File: src/rtl/sdram_wbuf.sv
// sdram_wbuf: host-side write buffer and read sequencer in front of an SDRAM
// controller. Host writes are queued in a small FIFO and drained one at a time
// through a toggle handshake (we/we_ack). Host reads go through a rising-edge
// request (rd/rd_rdy) and are never in flight together with a write.
// Optional feature macro: SDRAM_WBUF_FWD_EN. When defined, a host read is first
// looked up in the write FIFO (newest entry first). On a hit it is answered
// locally. On a miss it goes to the SDRAM ahead of queued writes. When the
// macro is undefined, a read waits until every earlier write has drained.
module sdram_wbuf #(
    parameter int DEPTH = 4,
    parameter int GAP   = 8
) (
    input  logic        clk,
    input  logic        reset_n,
    input  logic [24:0] h_addr,
    input  logic [7:0]  h_din,
    input  logic        h_wr,
    input  logic        h_rd,
    output logic        h_wr_rdy,
    output logic        h_rd_rdy,
    output logic [7:0]  h_dout,
    output logic        h_rd_valid,
    output logic [24:0] raddr,
    output logic        rd,
    input  logic        rd_rdy,
    input  logic [7:0]  sd_dout,
    output logic [24:0] waddr,
    output logic [7:0]  din,
    output logic        we,
    input  logic        we_ack
);

    localparam int AW = (DEPTH > 1) ? $clog2(DEPTH) : 1;
    localparam int CW = $clog2(DEPTH + 1);
    localparam int GW = (GAP > 1) ? $clog2(GAP) : 1;

    typedef enum logic [1:0] {W_SYNC, W_IDLE, W_BUSY} wstate_t;
    typedef enum logic [2:0] {R_IDLE, R_PEND, R_REQ, R_WAIT, R_GAP} rstate_t;

    wstate_t        r_wstate;
    wstate_t        w_wstate_nxt;
    rstate_t        r_rstate;
    rstate_t        w_rstate_nxt;

    logic [24:0]    r_fifo_addr [DEPTH];
    logic [7:0]     r_fifo_data [DEPTH];
    logic [AW-1:0]  r_head;
    logic [AW-1:0]  r_tail;
    logic [CW-1:0]  r_count;
    logic [GW-1:0]  r_gap_cnt;
    logic [24:0]    r_rd_addr;

    logic           r_we;
    logic           r_rd;
    logic [24:0]    r_raddr;
    logic [24:0]    r_waddr;
    logic [7:0]     r_din;
    logic [7:0]     r_h_dout;
    logic           r_h_rd_valid;

    logic           w_push;
    logic           w_pop;
    logic           w_rd_acc;
    logic           w_fifo_empty;
    logic           w_we_synced;
    logic           w_wr_start;
    logic           w_rd_issue;
    logic           w_fwd_hit;
`ifdef SDRAM_WBUF_FWD_EN
    logic [7:0]     w_fwd_data;
    logic [AW-1:0]  w_idx;
`endif

    assign h_wr_rdy     = (r_count != CW'(DEPTH));
    assign h_rd_rdy     = (r_rstate == R_IDLE);
    assign w_push       = h_wr & h_wr_rdy;
    assign w_rd_acc     = h_rd & h_rd_rdy;
    assign w_fifo_empty = (r_count == CW'(0));
    assign w_we_synced  = (r_we == we_ack);
    assign w_pop        = (r_wstate == W_BUSY) & w_we_synced;

`ifdef SDRAM_WBUF_FWD_EN
    // Newest-first FIFO lookup; a same-cycle host write shares h_addr so it always wins
    always_comb begin
        w_fwd_hit  = 1'b0;
        w_fwd_data = 8'h00;
        w_idx      = r_head;
        for (int i = 0; i < DEPTH; i++) begin
            w_idx = r_head + AW'(i);
            if ((CW'(i) < r_count) && (r_fifo_addr[w_idx] == h_addr)) begin
                w_fwd_hit  = 1'b1;
                w_fwd_data = r_fifo_data[w_idx];
            end else begin
                w_fwd_hit  = w_fwd_hit;
                w_fwd_data = w_fwd_data;
            end
        end
        if (w_push) begin
            w_fwd_hit  = 1'b1;
            w_fwd_data = h_din;
        end else begin
            w_fwd_hit  = w_fwd_hit;
            w_fwd_data = w_fwd_data;
        end
    end

    // A read waiting in R_PEND (or arriving now and missing) beats FIFO drain
    assign w_wr_start = (r_wstate == W_IDLE) & ~w_fifo_empty & (r_rstate == R_IDLE)
                        & ~(w_rd_acc & ~w_fwd_hit);
    assign w_rd_issue = (r_rstate == R_PEND) & (r_wstate == W_IDLE) & w_we_synced;
`else
    assign w_fwd_hit  = 1'b0;
    // Without forwarding a pending read cannot go until the FIFO is empty, so drain continues
    assign w_wr_start = (r_wstate == W_IDLE) & ~w_fifo_empty
                        & ((r_rstate == R_IDLE) | (r_rstate == R_PEND));
    assign w_rd_issue = (r_rstate == R_PEND) & (r_wstate == W_IDLE) & w_we_synced & w_fifo_empty;
`endif

    // Write FSM next-state
    always_comb begin
        w_wstate_nxt = r_wstate;
        case (r_wstate)
            W_SYNC: w_wstate_nxt = W_IDLE;
            W_IDLE: begin
                if (w_wr_start) begin
                    w_wstate_nxt = W_BUSY;
                end else begin
                    w_wstate_nxt = W_IDLE;
                end
            end
            W_BUSY: begin
                if (w_pop) begin
                    w_wstate_nxt = W_IDLE;
                end else begin
                    w_wstate_nxt = W_BUSY;
                end
            end
            default: w_wstate_nxt = W_SYNC;
        endcase
    end

    // Read FSM next-state
    always_comb begin
        w_rstate_nxt = r_rstate;
        case (r_rstate)
            R_IDLE: begin
                if (w_rd_acc && !w_fwd_hit) begin
                    w_rstate_nxt = R_PEND;
                end else begin
                    w_rstate_nxt = R_IDLE;
                end
            end
            R_PEND: begin
                if (w_rd_issue) begin
                    w_rstate_nxt = R_REQ;
                end else begin
                    w_rstate_nxt = R_PEND;
                end
            end
            R_REQ: begin
                if (!rd_rdy) begin
                    w_rstate_nxt = R_WAIT;
                end else begin
                    w_rstate_nxt = R_REQ;
                end
            end
            R_WAIT: begin
                if (rd_rdy) begin
                    w_rstate_nxt = R_GAP;
                end else begin
                    w_rstate_nxt = R_WAIT;
                end
            end
            R_GAP: begin
                if (r_gap_cnt == GW'(GAP - 1)) begin
                    w_rstate_nxt = R_IDLE;
                end else begin
                    w_rstate_nxt = R_GAP;
                end
            end
            default: w_rstate_nxt = R_IDLE;
        endcase
    end

    // FSM state registers
    always_ff @(posedge clk or negedge reset_n) begin
        if (!reset_n) begin
            r_wstate <= W_SYNC;
            r_rstate <= R_IDLE;
        end else begin
            r_wstate <= w_wstate_nxt;
            r_rstate <= w_rstate_nxt;
        end
    end

    // Write FIFO storage and pointers
    always_ff @(posedge clk or negedge reset_n) begin
        if (!reset_n) begin
            for (int i = 0; i < DEPTH; i++) begin
                r_fifo_addr[i] <= 25'h0;
                r_fifo_data[i] <= 8'h00;
            end
            r_head  <= '0;
            r_tail  <= '0;
            r_count <= '0;
        end else begin
            if (w_push) begin
                r_fifo_addr[r_tail] <= h_addr;
                r_fifo_data[r_tail] <= h_din;
                r_tail              <= r_tail + AW'(1);
            end
            if (w_pop) begin
                r_head <= r_head + AW'(1);
            end
            case ({w_push, w_pop})
                2'b10:   r_count <= r_count + CW'(1);
                2'b01:   r_count <= r_count - CW'(1);
                default: r_count <= r_count;
            endcase
        end
    end

    // SDRAM write handshake: realign after reset, present head entry and toggle we
    always_ff @(posedge clk or negedge reset_n) begin
        if (!reset_n) begin
            r_we    <= 1'b0;
            r_waddr <= 25'h0;
            r_din   <= 8'h00;
        end else if (r_wstate == W_SYNC) begin
            r_we <= we_ack;
        end else if (w_wr_start) begin
            r_waddr <= r_fifo_addr[r_head];
            r_din   <= r_fifo_data[r_head];
            r_we    <= ~r_we;
        end
    end

    // Read path: address latch, rd request, data capture, completion pulse and gap timer
    always_ff @(posedge clk or negedge reset_n) begin
        if (!reset_n) begin
            r_rd_addr    <= 25'h0;
            r_raddr      <= 25'h0;
            r_rd         <= 1'b0;
            r_h_dout     <= 8'h00;
            r_h_rd_valid <= 1'b0;
            r_gap_cnt    <= '0;
        end else begin
            r_h_rd_valid <= 1'b0;
            if (w_rd_acc && !w_fwd_hit) begin
                r_rd_addr <= h_addr;
            end
`ifdef SDRAM_WBUF_FWD_EN
            if (w_rd_acc && w_fwd_hit) begin
                r_h_dout     <= w_fwd_data;
                r_h_rd_valid <= 1'b1;
            end
`endif
            if (w_rd_issue) begin
                r_raddr <= r_rd_addr;
                r_rd    <= 1'b1;
            end
            if ((r_rstate == R_WAIT) && rd_rdy) begin
                r_h_dout     <= sd_dout;
                r_h_rd_valid <= 1'b1;
                r_rd         <= 1'b0;
            end
            if (r_rstate == R_GAP) begin
                r_gap_cnt <= r_gap_cnt + GW'(1);
            end else begin
                r_gap_cnt <= '0;
            end
        end
    end

    assign we         = r_we;
    assign waddr      = r_waddr;
    assign din        = r_din;
    assign rd         = r_rd;
    assign raddr      = r_raddr;
    assign h_dout     = r_h_dout;
    assign h_rd_valid = r_h_rd_valid;

endmodule

File: config.mk
export PLATFORM = sky130hd
export DESIGN_NAME = sdram_wbuf
export DESIGN_NICKNAME = d
export VERILOG_FILES = /design/src/rtl/sdram_wbuf.sv
export SDC_FILE = /design/constraint.sdc
export NUM_CORES = 1
export LEC_CHECK = 0
export BUFFER_PORTS_ARGS = -buffer_cell sky130_fd_sc_hd__buf_4
export CORE_ASPECT_RATIO = 0.5
export CORE_MARGIN = 3
export CORE_UTILIZATION = 35
export CTS_CLUSTER_SIZE = 24
export DETAILED_ROUTE_END_ITERATION = 16
export MAX_ROUTING_LAYER = met4
export PLACE_DENSITY_LB_ADDON = 0.1
export SETUP_SLACK_MARGIN = 0.15
export SLEW_MARGIN = 25
export SYNTH_ARGS = -nofsm -noshare
export SYNTH_HDL_FRONTEND = slang
export SYNTH_SLANG_ARGS = --single-unit
export TNS_END_PERCENT = 20
File: constraint.sdc
create_clock -name clk -period 2.36 [get_ports clk]
set_input_delay 0.236 -clock clk [delete_from_list [all_inputs] [get_ports clk]]
set_output_delay 0.236 -clock clk [all_outputs]
set_load 0.005 [all_outputs]
==> results of run 1 <==
-- metal layers --
| metal | up-vias | GRT usage | wire [um] |
|---|---|---|---|
| li1 | 2542 | - | - |
| met4 | 0 | 0.0305 | 387 |
| met2 | 70 | 0.242 | 10600 |
| met3 | 27 | 0.0289 | 709 |
| met1 | 2960 | 0.210 | 10500 |
| met5 | - | - | 0 |
-- worst max-delay path, stage by stage (launching register included) --
cell,delay (ns)
sky130_fd_sc_hd__dfrtp_2,0.44
sky130_fd_sc_hd__or3b_1,0.42
sky130_fd_sc_hd__or4_4,0.57
sky130_fd_sc_hd__buf_12,0.20
sky130_fd_sc_hd__mux2_4,0.31
-- cells in the mapped netlist (2+ instances only) --
master                     instances  area share
sky130_fd_sc_hd__dfrtp_1         241        0.60
sky130_fd_sc_hd__mux2_2          206        0.23
sky130_fd_sc_hd__mux4_2           33       0.074
sky130_fd_sc_hd__buf_2            20       0.010
sky130_fd_sc_hd__mux2_4           18       0.027
sky130_fd_sc_hd__inv_1             8      0.0030
sky130_fd_sc_hd__clkbuf_1          7      0.0026
sky130_fd_sc_hd__ha_1              7      0.0088
sky130_fd_sc_hd__nand2_1           7      0.0026
sky130_fd_sc_hd__nand3_1           5      0.0025
sky130_fd_sc_hd__xor2_1            5      0.0044
sky130_fd_sc_hd__nor2_1            4      0.0015
sky130_fd_sc_hd__nor3_1            3      0.0015
sky130_fd_sc_hd__and2_1            2      0.0013
sky130_fd_sc_hd__and3_1            2      0.0013
sky130_fd_sc_hd__buf_1             2     0.00075
sky130_fd_sc_hd__buf_12            2      0.0040
sky130_fd_sc_hd__nor2b_1           2      0.0013
sky130_fd_sc_hd__o21ai_0           2      0.0010
sky130_fd_sc_hd__or3_1             2      0.0013
sky130_fd_sc_hd__xnor2_1           2      0.0018
-- registers in the layout (all words and copies together) (netlist names), 2 cells and up --
signal / cells
r_fifo_addr: 100
r_fifo_data: 32
r_rd_addr: 25
raddr: 25
waddr: 25
din: 8
h_dout: 8
r_count: 3
r_gap_cnt: 3
r_rstate: 3
r_head: 2
r_tail: 2
r_wstate: 2
-- timing repair --
action | 4_1_cts | 5_1_grt
pin swaps | 0 | 1
hold buffers | 45 | 0
buffers inserted | 1 | 0
setup endpoints to repair | 1 | 26
cloned | 0 | 1
endpoints found under the hold margin | 225 | 0
gates resized for setup | 2 | 6
-- cells by family (layout without fill, tap and decap cells) --
family	Yosys count	count (layout)	share of synthesized area
AO/OA/AOI/OAI	8	8	0.00576
AND/OR/NAND/NOR	33	33	0.0178
multiplexers	258	258	0.334
flip-flops	241	241	0.603
buffers and inverters	41	238	0.0220
adder cells (fa/ha/maj)	8	8	0.0108
XOR/XNOR	7	7	0.00613
-- path summary, 6_finish.rpt --
| path | from | endpoint | slack, ns |
|---|---|---|---|
| max | r_rstate[2] | raddr[10] | 0.27 |
| min | h_wr | r_tail[0] | 0.05 |
| max reg2reg | r_rstate[2] | raddr[10] | 0.27 |
| min reg2reg | r_gap_cnt[0] | r_gap_cnt[0] | 0.44 |
| max in group asynchronous | reset_n | r_head[0] | 1.37 |
| min in group asynchronous | reset_n | waddr[10] | 0.25 |
-- power groups by stage --
stage	combinational, mW	sequential [mW]	clock [mW]
detailed placement	6.68	7.30	0
global route	7.24	7.49	4.52
finish	6.62	7.22	4.20
CTS	6.77	7.23	4.36
floorplan	4.52	7.00	0
global placement	6.56	7.22	0
-- cell type report --
| cell class | count | area [um^2] |
|---|---|---|
| fillers | 2472 | 15000 |
| flip-flops and latches | 241 | 6040 |
| multi-input cells | 314 | 3790 |
| repair buffers | 188 | 1670 |
| clock buffers | 32 | 712 |
| well taps | 382 | 478 |
| clock inverters | 10 | 156 |
| inverters | 8 | 30.0 |
-- metrics by stage --
step | power (mW) | utilization | hold WS [ns] | area, um^2
floorplan | 11.5 | - | -0.0596 | 10000
global placement | 13.8 | 0.412 | 0.225 | 11500
detailed placement | 14.0 | 0.412 | 0.224 | 11500
CTS | 18.4 | 0.460 | 0.0303 | 12800
global route | 19.3 | 0.461 | 0.0636 | 12900
finish | 18.1 | 0.461 | 0.0518 | 12900
==> qor.tcl, run 1 <==
set qor(combinational_share_of_power) 0.367
set qor(slew_violations) 0
set qor(synth_enable_flop_cells) 0
set qor(finalWeightedCongestion) 0.706
set qor(final_nets) 832
set qor(gr_overflow_total) 0
set qor(path_class) {reg -> reg}
set qor(number_of_antenna_violations_at_the_first_check_in_global_routing) 0
set qor(layout_min_cycle_time_ns) 2.09
set qor(finalClockSkew_ns) 0.00985
set qor(numPortBuffers) 117
set qor(yosys_warning_count) 0
set qor(postSynthAreaPerCell_um2) 16.8
set qor(vias) 5599
set qor(wl_um) 22200
set qor(setup.worst_path.end_class) {flip-flop}
set qor(worst_ep_required_time_ns) 2.77
set qor(min_period_over_period) 0.886
set qor(total_cts_buffers) 24
set qor(hold_viol_final) 0
set qor(placed_cells) 1086
set qor(drive_above_1_share) 0.575
set qor(starting_utilization_of_the_core_area) 0.358
set qor(grt_max_degree) 64
set qor(drc) 0
set qor(path_max_fanout) 14
set qor(synth_sequential_area_ratio) 0.603
set qor(outcome) {finished clean}
set qor(clk-insertion-delay-late_ns) 0.52
set qor(syn_area_mm2) 0.0100
set qor(floorplan.rows) 43
set qor(pwr_density_cell_mw_per_mm2) 1400
set qor(timing.hold.worst_path_depth) 3
set qor(path_class_of_the_lowest_slack_min_delay_path) {in -> reg}
set qor(area_growth_pct) 28.8
set qor(groute.usage.overall) 0.154
set qor(timing.max_cap.violations) 0
set qor(number_of_vias_per_cell_after_detailed_routing) 4.77
set qor(post_synth_num_cell_types) 37
set qor(ctsRootBufferMaster) {sky130_fd_sc_hd__clkbuf_16}
set qor(placeableCoreArea_mm2) 0.0279
set qor(top_level_ports) 118
set qor(dominantRegCellSynth) {sky130_fd_sc_hd__dfrtp_1}
set qor(die_width_um) 245
set qor(h_tree_levels) 1
set qor(detailedRoute.firstPassIterationCount) 4
set qor(tightest_slew_ns) 0.538
set qor(final_cell_mix) {sky130_fd_sc_hd__dfrtp_1, sky130_fd_sc_hd__mux2_2, sky130_fd_sc_hd__buf_4, sky130_fd_sc_hd__dlygate4sd3_1, sky130_fd_sc_hd__mux4_2}
set qor(seq_power_share) 0.400
set qor(final_cell_count_no_fill) 1175
set qor(post_syn_nets) 651
set qor(tritoncts) {yes}
set qor(cts.sinks) 241
set qor(die_y_um) 126
set qor(ys_seq_elements) 241
set qor(setup_violations) 0
set qor(clkPwrFrac) 0.233
set qor(timing.final.ws_setup_ns) 0.269
set qor(power_switching_mw) 5.10
set qor(n_antenna_cell) 0
set qor(power_report.internal_total_mw) 12.9
set qor(synth-async-reset-ratio) 1.00
set qor(rr_worst_depth) 4
set qor(layout_commonest_cell) {sky130_fd_sc_hd__dfrtp_1}
set qor(startpoint_type) {flip-flop}
set qor(max_slew_margin) 0.640
set qor(rsz0062_at_grt) {false}
set qor(ir_drop_uv) 550
set qor(swShare) 0.283
set qor(routed_wire_length_per_instance_um) 18.9
set qor(die-area_mm2) 0.0308
set qor(leakage_power_nw) 5.81
set qor(clk_path_buf_depth) 3
set qor(clkTransAtPathRegs_ns) 0.07
set qor(grt_first_pass_wirelength_um) 36100
set qor(postSynthCellCount) 596
set qor(tns_ns) 0
set qor(dp.final_hpwl_um) 13600
set qor(pre_cts_slack_ns) 0.126
set qor(vias_in_the_first_global_route) 6227
set qor(critPathArrivalTime_ns) 2.50
set qor(ant_nets) 0
set qor(detail_route.iter0.violations) 228
set qor(max_freq_mhz) 478
Power figures use the tool's default switching activity.
==> run 2: changes to the inputs <==
--- a/config.mk
+++ b/config.mk
@@ -6,10 +6,8 @@
 export NUM_CORES = 1
 export LEC_CHECK = 0
 export BUFFER_PORTS_ARGS = -buffer_cell sky130_fd_sc_hd__buf_4
-export CORE_ASPECT_RATIO = 0.5
 export CORE_MARGIN = 3
 export CORE_UTILIZATION = 35
-export CTS_CLUSTER_SIZE = 24
 export DETAILED_ROUTE_END_ITERATION = 16
 export MAX_ROUTING_LAYER = met4
 export PLACE_DENSITY_LB_ADDON = 0.1
==> run 2 against run 1 <==
Non-clock buffer count rose by 2. Wire length rose by 0.98%. Global-route usage barely moved. Via count rose by 1.5%. Critical path type unchanged. Highest routed layer unchanged.
==> qor.tcl, run 2 (synthesized netlist as in run 1, its figures left out) <==
set qor(outcome) {finished clean} ;# unchanged
set qor(number_of_vias_per_cell_after_detailed_routing) 4.82 ;# was 4.77
set qor(drive_above_1_share) 0.575 ;# about the same
set qor(max_slew_margin) 0.597 ;# was 0.640
set qor(crit_startpoint) {r_count[1]} ;# was r_rstate[2]
set qor(drc) 0 ;# unchanged
set qor(ctsRootBufferMaster) {sky130_fd_sc_hd__clkbuf_16} ;# unchanged
set qor(startpoint_type) {flip-flop} ;# unchanged
set qor(slew_violations) 0 ;# unchanged
set qor(wl_um) 22500 ;# was 22200 um
set qor(layout_min_cycle_time_ns) 2.16 ;# was 2.09 ns
set qor(placeableCoreArea_mm2) 0.0279 ;# about the same
set qor(rsz0062_at_grt) {false} ;# unchanged
set qor(path_class_of_the_lowest_slack_min_delay_path) {in -> reg} ;# unchanged
set qor(groute.usage.overall) 0.154 ;# about the same
set qor(area_growth_pct) 29.2 ;# was 28.8%
set qor(finalWeightedCongestion) 0.718 ;# was 0.706
set qor(leakage_power_nw) 5.84 ;# was 5.81 nW
set qor(dp.final_hpwl_um) 14300 ;# was 13600 um
set qor(rrSetupSlack_ns) 0.20 ;# was 0.27 ns
set qor(detail_route.iter0.violations) 154 ;# was 228
set qor(worst_ep_required_time_ns) 2.80 ;# was 2.77 ns
set qor(pre_cts_slack_ns) 0.103 ;# was 0.126 ns
set qor(grt_max_degree) 75 ;# was 64
set qor(total_cts_buffers) 27 ;# was 24
set qor(final_cell_mix) {sky130_fd_sc_hd__dfrtp_1, sky130_fd_sc_hd__mux2_2, sky130_fd_sc_hd__buf_4, sky130_fd_sc_hd__dlygate4sd3_1, sky130_fd_sc_hd__mux4_2} ;# unchanged
set qor(h_tree_levels) 1 ;# unchanged
set qor(setup_violations) 0 ;# unchanged
set qor(clkPwrFrac) 0.242 ;# was 0.233
set qor(gr_overflow_total) 0 ;# unchanged
set qor(cts.sinks) 241 ;# unchanged
set qor(finish.utilization) 0.462 ;# was 0.461
set qor(hold_end) {r_rstate[0]} ;# was r_tail[0]
set qor(number_of_flip_flops_under_the_largest_register_name) 100 ;# unchanged
set qor(die-area_mm2) 0.0306 ;# was 0.0308 mm^2
set qor(path_class) {reg -> reg} ;# unchanged
set qor(die_y_um) 175 ;# was 126 um
set qor(swShare) 0.281 ;# was 0.283
set qor(register_bank_with_the_most_flops) {r_fifo_addr} ;# unchanged
set qor(clk-insertion-delay-late_ns) 0.52 ;# about the same
set qor(clk_path_buf_depth) 3 ;# unchanged
set qor(tightest_slew_ns) 0.604 ;# was 0.538 ns
set qor(final_nets) 837 ;# was 832
set qor(rr_worst_depth) 8 ;# was 4
set qor(combinational_share_of_power) 0.362 ;# was 0.367
set qor(power_switching_mw) 5.18 ;# was 5.10 mW
set qor(timing.final.ws_setup_ns) 0.199 ;# was 0.269 ns
set qor(finalClockSkew_ns) 0.0107 ;# was 0.00985 ns
set qor(vias_in_the_first_global_route) 6510 ;# was 6227
set qor(die_width_um) 175 ;# was 245 um
set qor(routed_wire_length_per_instance_um) 19.0 ;# was 18.9 um
set qor(tns_ns) 0 ;# unchanged
set qor(worst_hold_check_slack_ns) 0.0637 ;# was 0.0518 ns
set qor(pwr_density_cell_mw_per_mm2) 1430 ;# was 1400 mW/mm^2
set qor(reg.largest.list) {r_fifo_addr (100), r_fifo_data (32)} ;# unchanged
set qor(hold_viol_final) 0 ;# unchanged
set qor(detailedRoute.firstPassIterationCount) 4 ;# unchanged
set qor(power_report.internal_total_mw) 13.2 ;# was 12.9 mW
set qor(setup.worst_path.end_class) {flip-flop} ;# unchanged
set qor(grt_first_pass_wirelength_um) 36600 ;# was 36100 um
set qor(timing.max_cap.violations) 0 ;# unchanged
set qor(critPathArrivalTime_ns) 2.60 ;# was 2.50 ns
set qor(numPortBuffers) 117 ;# unchanged
set qor(clkTransAtPathRegs_ns) 0.06 ;# was 0.07 ns
set qor(layout_commonest_cell) {sky130_fd_sc_hd__dfrtp_1} ;# unchanged
set qor(tritoncts) {yes} ;# unchanged
set qor(timing.hold.worst.start) {h_rd} ;# was h_wr
set qor(number_of_antenna_violations_at_the_first_check_in_global_routing) 1 ;# was 0
set qor(max_freq_mhz) 463 ;# was 478 MHz
set qor(seq_power_share) 0.395 ;# was 0.400
set qor(path_max_fanout) 4 ;# was 14
set qor(starting_utilization_of_the_core_area) 0.358 ;# about the same
set qor(ir_drop_uv) 525 ;# was 550 uV
set qor(floorplan.rows) 61 ;# was 43
set qor(vias) 5682 ;# was 5599
set qor(worst_reg2reg_startpoint) {r_count[1]} ;# was r_rstate[2]
set qor(min_period_over_period) 0.916 ;# was 0.886
set qor(ant_nets) 0 ;# unchanged
set qor(timing.hold.worst_path_depth) 3 ;# unchanged
set qor(top_level_ports) 118 ;# unchanged
set qor(worstReg2RegEnd) {r_count[2]} ;# was raddr[10]
## run 2: per-layer routing
layer / vias up / global-route usage / routed length [um] / part of all wire
met5: - / - / 0 / 0
met4: 0 / 0.0332 / 408 / 0.018
met1: 2990 / 0.202 / 10000 / 0.45
li1: 2544 / - / - / -
met2: 113 / 0.253 / 11100 / 0.49
met3: 35 / 0.0285 / 923 / 0.041
## run 2: how the worst max path moves through the flow
stage,depth (start not counted),end
final,8,r_count[2]
after global routing,8,r_count[2]
after CTS,8,r_count[2]
after detailed placement,4,raddr[9]
after global placement,4,raddr[7]
after floorplan,9,r_count[2]
## run 2: final cells by class
class                   instances  area, um^2
diodes                          1        2.50
inverters                       8        30.0
clock buffers                  41         838
multi-input cells             314        3780
fillers                      2464       15000
well taps                     378         473
repair buffers                190        1630
flip-flops and latches        241        6030
clock inverters                 6         130
## run 2: power by group through the flow
stage / sequential, mW / clock [mW] / combinational (mW)
after floorplan: 7.00 / 0 / 4.52
after global placement: 7.19 / 0 / 6.51
after detailed placement: 7.36 / 0 / 6.68
after CTS: 7.30 / 4.61 / 6.76
after global routing: 7.54 / 4.78 / 7.25
final: 7.28 / 4.47 / 6.68
## run 2: repair_timing
action / CTS / global route
endpoints found under the setup margin: 26 / 1
pin swaps: 0 / 0
hold buffers: 44 / 0
hold endpoints to repair: 236 / 0
resized for setup: 3 / 3
buffers inserted: 0 / 4
## run 2: worst max-delay path, stage by stage, from the launching register on
cell	delay, ns
sky130_fd_sc_hd__dfrtp_1	0.41
sky130_fd_sc_hd__or3b_2	0.48
sky130_fd_sc_hd__nand2_2	0.13
sky130_fd_sc_hd__ha_2	0.20
sky130_fd_sc_hd__inv_1	0.06
sky130_fd_sc_hd__fa_1	0.38
sky130_fd_sc_hd__xor2_1	0.16
sky130_fd_sc_hd__nor2_1	0.11
sky130_fd_sc_hd__xor2_1	0.16
## run 2: metrics by stage
stage,power (mW),cells,instance area (um^2)
after floorplan,11.5,596,10000
after global placement,13.7,1083,11500
after detailed placement,14.0,1083,11500
after CTS,18.7,1174,12900
after global routing,19.6,1179,12900
final,18.4,1179,12900
